==> config.mk <==
export PLATFORM = sky130hd
export DESIGN_NAME = hb_cipher_round_ctrl
export DESIGN_NICKNAME = d
export VERILOG_FILES = /design/src/rtl/hb_cipher_round_ctrl.sv
export SDC_FILE = /design/constraint.sdc
export NUM_CORES = 1
export LEC_CHECK = 0
export CAP_MARGIN = 30
export CORE_MARGIN = 4
export CORE_UTILIZATION = 35
export CTS_CLUSTER_SIZE = 14
export DETAILED_ROUTE_END_ITERATION = 6
export SLEW_MARGIN = 0
export SYNTH_ARGS = -nofsm -noshare
export SYNTH_HDL_FRONTEND = slang
export SYNTH_SLANG_ARGS = --single-unit
==> constraint.sdc <==
create_clock -name clk -period 6.55 [get_ports clk]
set_input_delay 1.965 -clock clk [delete_from_list [all_inputs] [get_ports clk]]
set_output_delay 1.965 -clock clk [all_outputs]
set_load 0.05 [all_outputs]
==> src/rtl/hb_cipher_round_ctrl.sv <==
// Iterative Hummingbird-style 16-bit block-cipher round controller: one key-mix/S-box/L step per clock.
// Optional HB_ZEROIZE_EN clears state and round keys on output handshake and gates dout to 0 when idle.
module hb_cipher_round_ctrl #(
   parameter int ROUNDS = 4
) (
   input  logic        clk,
   input  logic        rst,
   input  logic        in_valid,
   output logic        in_ready,
   input  logic        mode,
   input  logic [15:0] din,
   input  logic [63:0] key,
   output logic [15:0] sb_x,
   output logic        sb_inv,
   input  logic [15:0] sb_y,
   output logic        out_valid,
   input  logic        out_ready,
   output logic [15:0] dout,
   output logic        busy
);

   typedef enum logic [1:0] {S_IDLE, S_RUN, S_DONE} state_t;

   localparam logic [3:0] LAST = 4'(ROUNDS);

   state_t           state_q;
   logic [3:0]       cnt_q;
   logic             mode_q;
   logic [15:0]      x_q, x_d;
   logic [3:0][15:0] k_q;
   logic             out_valid_q, busy_q;
   logic [15:0]      rka, rkb;

   function automatic logic [15:0] rotl(input logic [15:0] m, input int r);
      return (m << r) | (m >> (16 - r));
   endfunction

   function automatic logic [15:0] l_enc(input logic [15:0] m);
      return m ^ rotl(m, 6) ^ rotl(m, 10);
   endfunction

   function automatic logic [15:0] l_dec(input logic [15:0] m);
      return m ^ rotl(m, 2) ^ rotl(m, 4) ^ rotl(m, 12) ^ rotl(m, 14);
   endfunction

   assign rka = k_q[0] ^ k_q[2];
   assign rkb = k_q[1] ^ k_q[3];

   // Decrypt walks the round keys backwards: step cnt undoes round ROUNDS-cnt.
   always_comb begin
      sb_x   = '0;
      sb_inv = 1'b0;
      x_d    = x_q;
      if (state_q == S_RUN) begin
         if (!mode_q) begin
            if (cnt_q < LAST) begin
               sb_x = x_q ^ k_q[cnt_q[1:0]];
               x_d  = l_enc(sb_y);
            end else begin
               sb_x = x_q ^ rka;
               x_d  = sb_y ^ rkb;
            end
         end else begin
            sb_inv = 1'b1;
            if (cnt_q == 4'd0) begin
               sb_x = x_q ^ rkb;
               x_d  = sb_y ^ rka;
            end else begin
               sb_x = l_dec(x_q);
               x_d  = sb_y ^ k_q[2'(LAST - cnt_q)];
            end
         end
      end
   end

   always_ff @(posedge clk) begin
      if (rst) begin
         state_q     <= S_IDLE;
         cnt_q       <= '0;
         mode_q      <= 1'b0;
         x_q         <= '0;
         k_q         <= '0;
         out_valid_q <= 1'b0;
         busy_q      <= 1'b0;
      end else begin
         case (state_q)
            S_IDLE: begin
               if (in_valid) begin
                  x_q     <= din;
                  k_q     <= key;
                  mode_q  <= mode;
                  cnt_q   <= '0;
                  busy_q  <= 1'b1;
                  state_q <= S_RUN;
               end
            end
            S_RUN: begin
               x_q   <= x_d;
               cnt_q <= cnt_q + 4'd1;
               if (cnt_q == LAST) begin
                  out_valid_q <= 1'b1;
                  state_q     <= S_DONE;
               end
            end
            S_DONE: begin
               if (out_ready) begin
                  out_valid_q <= 1'b0;
                  busy_q      <= 1'b0;
                  state_q     <= S_IDLE;
`ifdef HB_ZEROIZE_EN
                  x_q <= '0;
                  k_q <= '0;
`endif
               end
            end
            default: state_q <= S_IDLE;
         endcase
      end
   end

   // in_ready must already read 0 during the reset cycle itself.
   assign in_ready  = (state_q == S_IDLE) && !rst;
   assign out_valid = out_valid_q;
   assign busy      = busy_q;

`ifdef HB_ZEROIZE_EN
   assign dout = out_valid_q ? x_q : 16'h0000;
`else
   assign dout = x_q;
`endif

endmodule

==> results of run 1 <==
==> per-layer routing <==
layer / up-vias / GRT usage
met5: - / 0
met4: 0 / 0.0617
met3: 30 / 0.0442
met2: 262 / 0.282
met1: 2927 / 0.298
li1: 3124 / -
==> logic make-up after synthesis <==
| kind of cell | Yosys count | synth area share |
|---|---|---|
| simple gates | 262 | 0.173 |
| compound gates | 238 | 0.226 |
| xor+xnor | 117 | 0.154 |
| buf+inv | 90 | 0.0617 |
| flops | 89 | 0.268 |
| mux | 42 | 0.113 |
| fa+ha+maj | 2 | 0.00376 |
==> final cells by class <==
class	instances	area, um2
Timing Repair Buffer	150	1490
Tap cell	234	293
Clock buffer	11	243
Inverter	10	37.5
Clock inverter	5	87.6
Fill cell	1869	10300
Sequential cell	89	1780
Multi-Input combinational cell	661	4470
==> power breakdown <==
| group | internal, uW | total [uW] | switching (uW) |
|---|---|---|---|
| Combinational | 308 | 672 | 364 |
| Sequential | 581 | 658 | 77.2 |
| Clock | 348 | 580 | 232 |
| Total | 1240 | 1910 | 673 |
==> metrics by stage <==
stage	setup slack (ps)	area, um2	cells	utilization
global route	599	8400	1160	0.449
CTS	901	8400	1160	0.449
detailed placement	1280	8070	1144	0.431
floorplan	1390	6650	840	-
global placement	1340	8050	1143	0.430
finish	921	8400	1160	0.449
==> flip-flops by register name, indices dropped and copies added (netlist names) <==
| signal | count |
|---|---|
| mode_q | 1 |
| busy | 1 |
| k_q | 64 |
| dout | 16 |
| state_q | 2 |
| cnt_q | 4 |
| out_valid | 1 |
==> cells in the final DEF, fill, tap and decap left out, types with 6 or more instances in the layout <==
cell and count:
a21oi_1 101, a2bb2oi_1 10, a311oi_1 7, a31oi_1 7, buf_4 12, clkbuf_16 9, clkdlybuf4s50_1 135, dfxtp_1 89
inv_1 10, mux2i_1 18, mux4_1 11, mux4_2 12, nand2_1 175, nand3_1 7, nor2_1 23, nor3_1 17
o211ai_1 9, o21a_1 9, o21ai_0 35, o21ai_1 6, o21bai_1 6, o32ai_1 10, xnor2_1 76, xor2_1 41
==> final timing paths <==
check	from	to	slack, ps	depth (start not counted)
setup / recovery	cnt_q[0]	sb_x[9]	920	8
hold / removal	k_q[17]	k_q[17]	490	2
setup reg to reg	cnt_q[0]	dout[13]	3190	7
hold reg to reg	k_q[17]	k_q[17]	490	2
==> worst register-to-register path: stages, from the launching register on <==
cell	delay, ps
dfxtp_1	710
inv_1	150
ha_1	890
mux4_2	590
o32ai_1	500
nor3_1	90
o311ai_1	240
nand2_1	80
==> reports/qor.yml, run 1 <==
routing:
  top_layer: "met4"
  routed_wire_length_per_instance_um: 18.6
  dr.first_iter.drc_count: 474
  wl_um: 21600
  wl_met2_um: 8860
  drc_errors: 0
  wl_met3_um: 1850
  vias: 6343
  met1_length_um: 10400
  vias_per_cell: 5.47
  ant_nets: 0
  dr.pass1.iters: 5
grt:
  globalRoute.totalOverflow: 0
  grt_first_pass_wirelength_um: 34000
  first_global_vias: 6011
  antenna_found_initial: 0
  grt_start_max_net_pins: 77
  grt.total_usage: 0.199
finish:
  diodes: 0
  drive_gt1_frac: 0.0616
  nets: 1024
  syn_to_final_growth_pct: 26.2
synth:
  yosys.area.top_type: "dfxtp_1"
  syn-num-nets: 943
  synth.avg_cell_area_um2: 7.92
  ys_seq_elements: 89
  yosys-top-cells-area: "dfxtp_1 27%, xnor2_1 10%, nand2_1 9.9%"
  synthTopCellsByCount: "175 x nand2_1, 101 x a21oi_1, 89 x dfxtp_1"
  synth_top_area_frac: 0.268
  netlist_area_um2: 6650
  synth-main-ff-cell: "dfxtp_1"
  synth_cell_type_count: 62
  yosysMostFrequentCell: "nand2_1"
  synth_edf_count: 0
  ys_async_sr_fraction: 0
  seq_area_frac_synth: 0.268
  yosysWarningCount: 0
  postSynthCellCount: 840
critical_path:
  cp.required_ps: 4590
  slowest_stage: "clkdlybuf4s50_1"
  start_kind: "flop"
  crit_arrival_ps: 3660
  crit_type: "reg2out"
  max_stage_delay_ps: 870
  crit_chain: "inv_1 -> ha_1 -> or3b_1 -> o21ai_0 -> a21oi_1 -> nor3_1 -> nor3_1 -> clkdlybuf4s50_1"
  timing.critical_path.mode_cell: "nor3_1"
  critPathBufInv: 2
  critPathTopFamily: "buffers and inverters"
  endpoint_kind: "output pin"
  cp_max_fo: 19
placed_design:
  gp_congestion: 0.917
  dpl.hpwl_um: 16400
  io_buffers: 136
status:
  status: "completed"
timing:
  hold_ws_ps: 488
  fin_crit_ps: 5630
  fin_skew_ps: 8.31
  worstMarginPinSlew_ps: 863
  tns_ps: 0
  setup_viol: 0
  hold_viol_final: 0
  relSlewSlack: 0.424
  timing.final.crit_share: 0.859
  grt_setup_unrepaired: "no"
  clock.fmax_ghz: 0.178
  slew_viol_final: 0
die:
  core_area_um2: 18700
  ios: 137
  die_area_um2: 21300
  die_w_um: 146
  rows: 50
  initial_core_util: 0.356
  die_y_um: 146
clocking:
  cts_hold_buf: 0
  root_buffer: "clkbuf_16"
  post_cts_buffers: 0
  cts_resized: 0
  clkSinkCount: 89
  cts_made_buffers: 9
  cts_tree: "done"
  clk_pin_slew_ps: 60
  h-tree-depth: 3
  cts_max_path_buffers: 2
  clock_latency_ps: 350
worst_hold_path:
  hold_class: "reg2reg"
pwr:
  power.density_nw_per_um2: 228
  ir_drop_mv: 0.113
  power_leakage_uw: 0.00309
  p_total_uw: 1910
run:
  drv_cap: 0
(Power assumes the default switching activity.)
==> run 2, diff against run 1 <==
GPL_TIMING_DRIVEN = 1   (was unset)
==> results of run 2 <==
Same layout as run 1: the final DEF is identical, and so are final timing and power.
==> run 3, diff against run 2 <==
CELL_PAD_IN_SITES_DETAIL_PLACEMENT = 1   (was unset)
CELL_PAD_IN_SITES_GLOBAL_PLACEMENT = 1   (was unset)
PLACE_DENSITY_LB_ADDON = 0.1   (was unset)
==> reports/qor.yml, run 3 (same netlist as run 1, synthesis figures left out) <==
critical_path:
  cp.required_ps: 4590  # about the same
  slowest_stage: "clkdlybuf4s50_1"
  endpoint_kind: "output pin"
  critPathTopFamily: "buffers and inverters"
  start_kind: "flop"
  critPathBufInv: 2  # unchanged
  crit_type: "reg2out"
  timing.critical_path.mode_cell: "nor3_1"
  crit_chain: "inv_1 -> ha_1 -> or3b_1 -> o21ai_0 -> a21oi_1 -> nor3_1 -> nor3_1 -> clkdlybuf4s50_1"
  crit_arrival_ps: 3730  # +70 ps
  max_stage_delay_ps: 870  # about the same
  cp_max_fo: 19  # unchanged
routing:
  vias_per_cell: 5.59  # +2.3%
  drc_errors: 0  # unchanged
  dr.first_iter.drc_count: 348  # -27%
  wl_um: 24900  # +16%
  dr.pass1.iters: 5  # unchanged
  routed_wire_length_per_instance_um: 21.5  # +16%
  vias: 6478  # +2.1%
  ant_nets: 0  # unchanged
grt:
  grt_start_max_net_pins: 77  # unchanged
  globalRoute.totalOverflow: 0  # unchanged
  grt.total_usage: 0.229  # +0.0300
  grt_first_pass_wirelength_um: 38500  # +13%
  antenna_found_initial: 0  # unchanged
  first_global_vias: 6687  # +11%
pwr:
  ir_drop_mv: 0.133  # +18%
  power_leakage_uw: 0.00308  # -0.35%
  power.density_nw_per_um2: 233  # +2.3%
  p_total_uw: 1950  # +2.1%
timing:
  fin_skew_ps: 7.63  # -0.680 ps
  hold_ws_ps: 501  # +12.1 ps
  slew_viol_final: 0  # unchanged
  worstMarginPinSlew_ps: 928  # +64.4 ps
  timing.final.crit_share: 0.869  # +0.00993
  setup_viol: 0  # unchanged
  grt_setup_unrepaired: "no"
  clock.fmax_ghz: 0.176  # -1.1%
  tns_ps: 0  # unchanged
  fin_crit_ps: 5690  # +65.0 ps
  hold_viol_final: 0  # unchanged
  relSlewSlack: 0.381  # -0.0429
clocking:
  cts_tree: "done"
  h-tree-depth: 3  # unchanged
  clk_pin_slew_ps: 70  # about the same
  cts_resized: 0  # unchanged
  cts_made_buffers: 9  # unchanged
  clkSinkCount: 89  # unchanged
  post_cts_buffers: 0  # unchanged
  cts_hold_buf: 0  # unchanged
  cts_max_path_buffers: 2  # unchanged
  clock_latency_ps: 350  # about the same
  root_buffer: "clkbuf_16"
status:
  status: "completed"
die:
  core_area_um2: 18700  # unchanged
  die_y_um: 146  # unchanged
  rows: 50  # unchanged
  die_area_um2: 21300  # unchanged
  initial_core_util: 0.356  # unchanged
  ios: 137  # unchanged
  die_w_um: 146  # unchanged
finish:
  final_cell_mix: "175 x nand2_1, 135 x clkdlybuf4s50_1, 101 x a21oi_1"
  top_register: "k_q"
  fin_util: 0.448  # -0.00120
  largest_reg_flops: 64  # unchanged
  diodes: 0  # unchanged
  final_common_cell: "nand2_1"
  drive_gt1_frac: 0.0595  # -0.00203
  nets: 1022  # -0.20%
  syn_to_final_growth_pct: 25.9
  fin_cells: 1158  # -0.17%
placed_design:
  gp_congestion: 0.930  # +1.4%
  io_buffers: 136  # unchanged
  dpl.hpwl_um: 19200  # +17%
  placed_cells: 1142  # -0.17%
run:
  drv_cap: 0  # unchanged
worst_hold_path:
  hold_class: "reg2reg"
## run 3: cell count changes in the layout (fill, tap and decap cells not counted), sizes merged
cell	change
buf	-2
clkinv	-1
inv	+1
## run 3: worst min-delay path: cells and delay by family, from the launching register on
kind / cells / cell delay, ps
compound gates: 1 / 50
simple gates: 1 / 60
flops: 1 / 340
## run 3: metrics by stage
stage	setup slack (ps)	cell area, um2
finish	856	8370
global route	640	8370
CTS	887	8370
detailed placement	1280	8050
global placement	1400	8020
floorplan	1390	6650
## run 3: final timing paths
kind | start | end | slack, ps | depth (start not counted)
setup / recovery | cnt_q[1] | sb_x[9] | 860 | 8
hold / removal | k_q[47] | k_q[47] | 500 | 2
setup reg to reg | cnt_q[1] | dout[14] | 3100 | 7
hold reg to reg | k_q[47] | k_q[47] | 500 | 2
## run 3: layer usage
metal	wire, um	part of all wire	vias up	global-route usage
li1	-	-	3128	-
met2	11400	0.46	195	0.364
met1	11600	0.46	3122	0.316
met4	613	0.025	0	0.0741
met5	0	0	-	0
met3	1370	0.055	33	0.0405
## run 3: cell type report
cell class | instances | area (um2)
Timing Repair Buffer | 148 | 1470
Fill cell | 2222 | 10300
Inverter | 10 | 37.5
Clock inverter | 5 | 85.1
Tap cell | 234 | 293
Sequential cell | 89 | 1780
Clock buffer | 11 | 243
Multi-Input combinational cell | 661 | 4470
## run 3: power breakdown
part           internal [uW]  leakage [uW]  total (uW)  switching (uW)
registers                580      0.000732         661            80.6
logic                    307       0.00219         696             389
clock network            348      0.000157         593             244
==> RTL change (config.mk and constraints of run 2) <==
The option `HB_ZEROIZE_EN` is turned on by a define.
--- a/src/rtl/hb_cipher_round_ctrl.sv
+++ b/src/rtl/hb_cipher_round_ctrl.sv
@@ -1,5 +1,7 @@
 // Iterative Hummingbird-style 16-bit block-cipher round controller: one key-mix/S-box/L step per clock.
 // Optional HB_ZEROIZE_EN clears state and round keys on output handshake and gates dout to 0 when idle.
+`define HB_ZEROIZE_EN
+
 module hb_cipher_round_ctrl #(
    parameter int ROUNDS = 4
 ) (
Function: changed (Yosys sat finds a counterexample within 4 cycles, from zero or initial values and one cycle with rst high).
==> RTL change against run 2 <==
Synthesized area is 1.7% higher. Synthesized cell count fell by 9.5%. Utilization increased by 0.41 points. First-iteration DRC count is 7.6% lower. Routed wire length down 1.8%. Die area grew 1.6%. Sequential cell count is the same. Design area grew 1.6%. Critical path depth fell by 3. Count of clock-buffer cells in the layout unchanged. Total power up 23%. Clock power is essentially flat. Non-clock buffer count stayed put. Setup slack improved by 260 ps. Largest cell class unchanged. Largest power group unchanged. Highest routed layer unchanged.
==> RTL change: results (changes against run 2) <==
| Metric | Value |
|---|---|
| Result of the run | finished clean |
| Share of cells above drive strength 1 | 8.73% (+2.6 points) |
| # nets final | 950 (-7.2%) |
| Relative slew margins | 46.7% (+4.2 points) |
| Most used flip-flop cell after synthesis | sky130_fd_sc_hd__dfxtp_1 |
| Placed wire-length estimate after detailed placement | 16.2 mm (-1.1%) |
| Total net switching power | 918 uW (+36%) |
| Dominant delay contributor by cell family on the critical path | buffers and inverters |
| Clock buffers created by TritonCTS | 9 (unchanged) |
| Adder-Cell Fraction of Synth Area | 1.11% (+0.73 points) |
| Largest registers | k_q (64), x_q (16), cnt_q (4) |
| CP peak stage delay | 890 ps (+20 ps) |
| Overall routing resource usage | 19.1% (-0.75 points) |
| Share of synthesized flip-flops with an asynchronous set or reset | 0% (unchanged) |
| Largest cells by area after synthesis | sky130_fd_sc_hd__dfxtp_1 (26%), sky130_fd_sc_hd__xnor2_1 (14%), sky130_fd_sc_hd__mux4_2 (10%) |
| Startpoint of the lowest-slack register-to-register path | cnt_q[1] |
| Maximum fanout along the worst path | 12 (-7) |
| Synth Net Count | 867 (-8.1%) |
| WP data arrival | 3410 ps (-250 ps) |
| Leakage power summed over all cells | 3.03 nW (-2.1%) |
| Worst-case setup slack after placement | 1500 ps (+222 ps) |
| Number of cells traversed by the worst register-to-register path | 8 (+1) |
| Clock insertion delay at the later pin of the skew report | 350 ps (about the same) |
| Overall routed net length | 21.2 mm (-1.8%) |
| Unique masters post-synth | 53 (-15%) |
| Path type of the worst min-delay path | register to register |
| Xor/xnor share of the synthesized area | 18.8% (+3.4 points) |
| Multiplexer share of the synthesized area | 16.5% (+5.2 points) |
| Routed vias/inst | 5.36 (-2.0%) |
| Peak ir drop on the vdd network | 0.158 mV (+39%) |
| Worst hold path cell count | 2 (unchanged) |
| Number of global-route vias before repair | 5,463 (-9.1%) |
| Sequential area share after synthesis | 26.3% (-0.45 points) |
| IO buf count | 136 (unchanged) |
| Clock Skews | 7.81 ps (-0.502 ps) |
| Post-synthesis compound-gate area fraction | 18.9% (-3.7 points) |
| Pin count of the biggest net entering global routing | 66 (-14%) |
| CTS-repair resized insts | 0 (unchanged) |
| Hold path start | busy |
| Final Wtd Congestion | 0.884 (-3.6%) |
| Antenna violations before repair | 0 (unchanged) |
| Wire length of the first global-routing pass | 32.6 mm (-3.9%) |
| Clock Root Buffer | sky130_fd_sc_hd__clkbuf_16 |
| Max FFs per register | 64 (unchanged) |
| Detailed-routing iteration count for the pre-antenna-repair pass | 5 (unchanged) |
| Post-synth top cells | sky130_fd_sc_hd__xnor2_1 (107), sky130_fd_sc_hd__dfxtp_1 (89), sky130_fd_sc_hd__nor2_1 (88) |
| Number of DRC markers after the initial detailed-route iteration | 438 (-7.6%) |
| Setup Buffers After CTS | 0 (unchanged) |
## RTL change: cell count changes in the layout (fill, tap and decap cells not counted), sizes merged, moves of 11 or more
cell / delta
nor2: +64
xnor2: +31
a21oi: -75
o21ai: -19
a2bb2oi: -11
mux2i: +16
a22oi: +64
a211oi: +12
nand2: -144
and2: +16
## RTL change: power by group through the flow
| stage | Clock (mW) | Combinational [mW] | Sequential (mW) |
|---|---|---|---|
| finish | 0.578 | 1.04 | 0.727 |
| global route | 0.611 | 1.13 | 0.740 |
| CTS | 0.592 | 1.04 | 0.726 |
| detailed placement | 0 | 1.04 | 0.738 |
| global placement | 0 | 1.03 | 0.736 |
| floorplan | 0 | 0.818 | 0.675 |
## RTL change: metal layers
metal	global-route usage [%]	vias up	part of all wire, %
li1	-	2890	-
met1	30.3	2812	51
met2	26.5	215	41
met3	3.98	18	6.8
met4	3.82	0	1.3
met5	0	-	0
## RTL change: cells by family (layout without fill, tap and decap cells)
kind of cell	Yosys count	count (layout)
xor gates and xnor gates	145	145
buffers and inverters	91	179
adders and majority gates	6	6
AOI/OAI and AO/OA	180	180
muxes	72	72
and+or+nand+nor	177	177
DFF	89	89
## RTL change: stage by stage
stage / instance area [sq um] / total power, mW / std cells / hold WS, ps
floorplan: 6770 / 1.49 / 760 / 515
global placement: 8200 / 1.77 / 1092 / 483
detailed placement: 8200 / 1.78 / 1092 / 484
CTS: 8530 / 2.36 / 1108 / 516
global route: 8530 / 2.48 / 1108 / 551
finish: 8530 / 2.35 / 1108 / 516
## RTL change: final timing paths
check | endpoint | slack, ps
min | busy | 520
max | sb_x[4] | 1180
max reg2reg | x_q[1] | 3400
min reg2reg | busy | 520
## RTL change: final cells by class
type / instances / area (sq um)
clock buffers: 11 / 243
inverters: 13 / 48.8
clock inverters: 5 / 87.6
fillers: 1817 / 10300
flip-flops and latches: 89 / 1780
multi-input cells: 580 / 4580
repair buffers: 150 / 1460
well taps: 260 / 325
## RTL change: worst min-delay path: cells and delay by family (launching register included)
family,cells,cell delay (ps)
simple gates,1,80
flops,1,330
compound gates,1,60
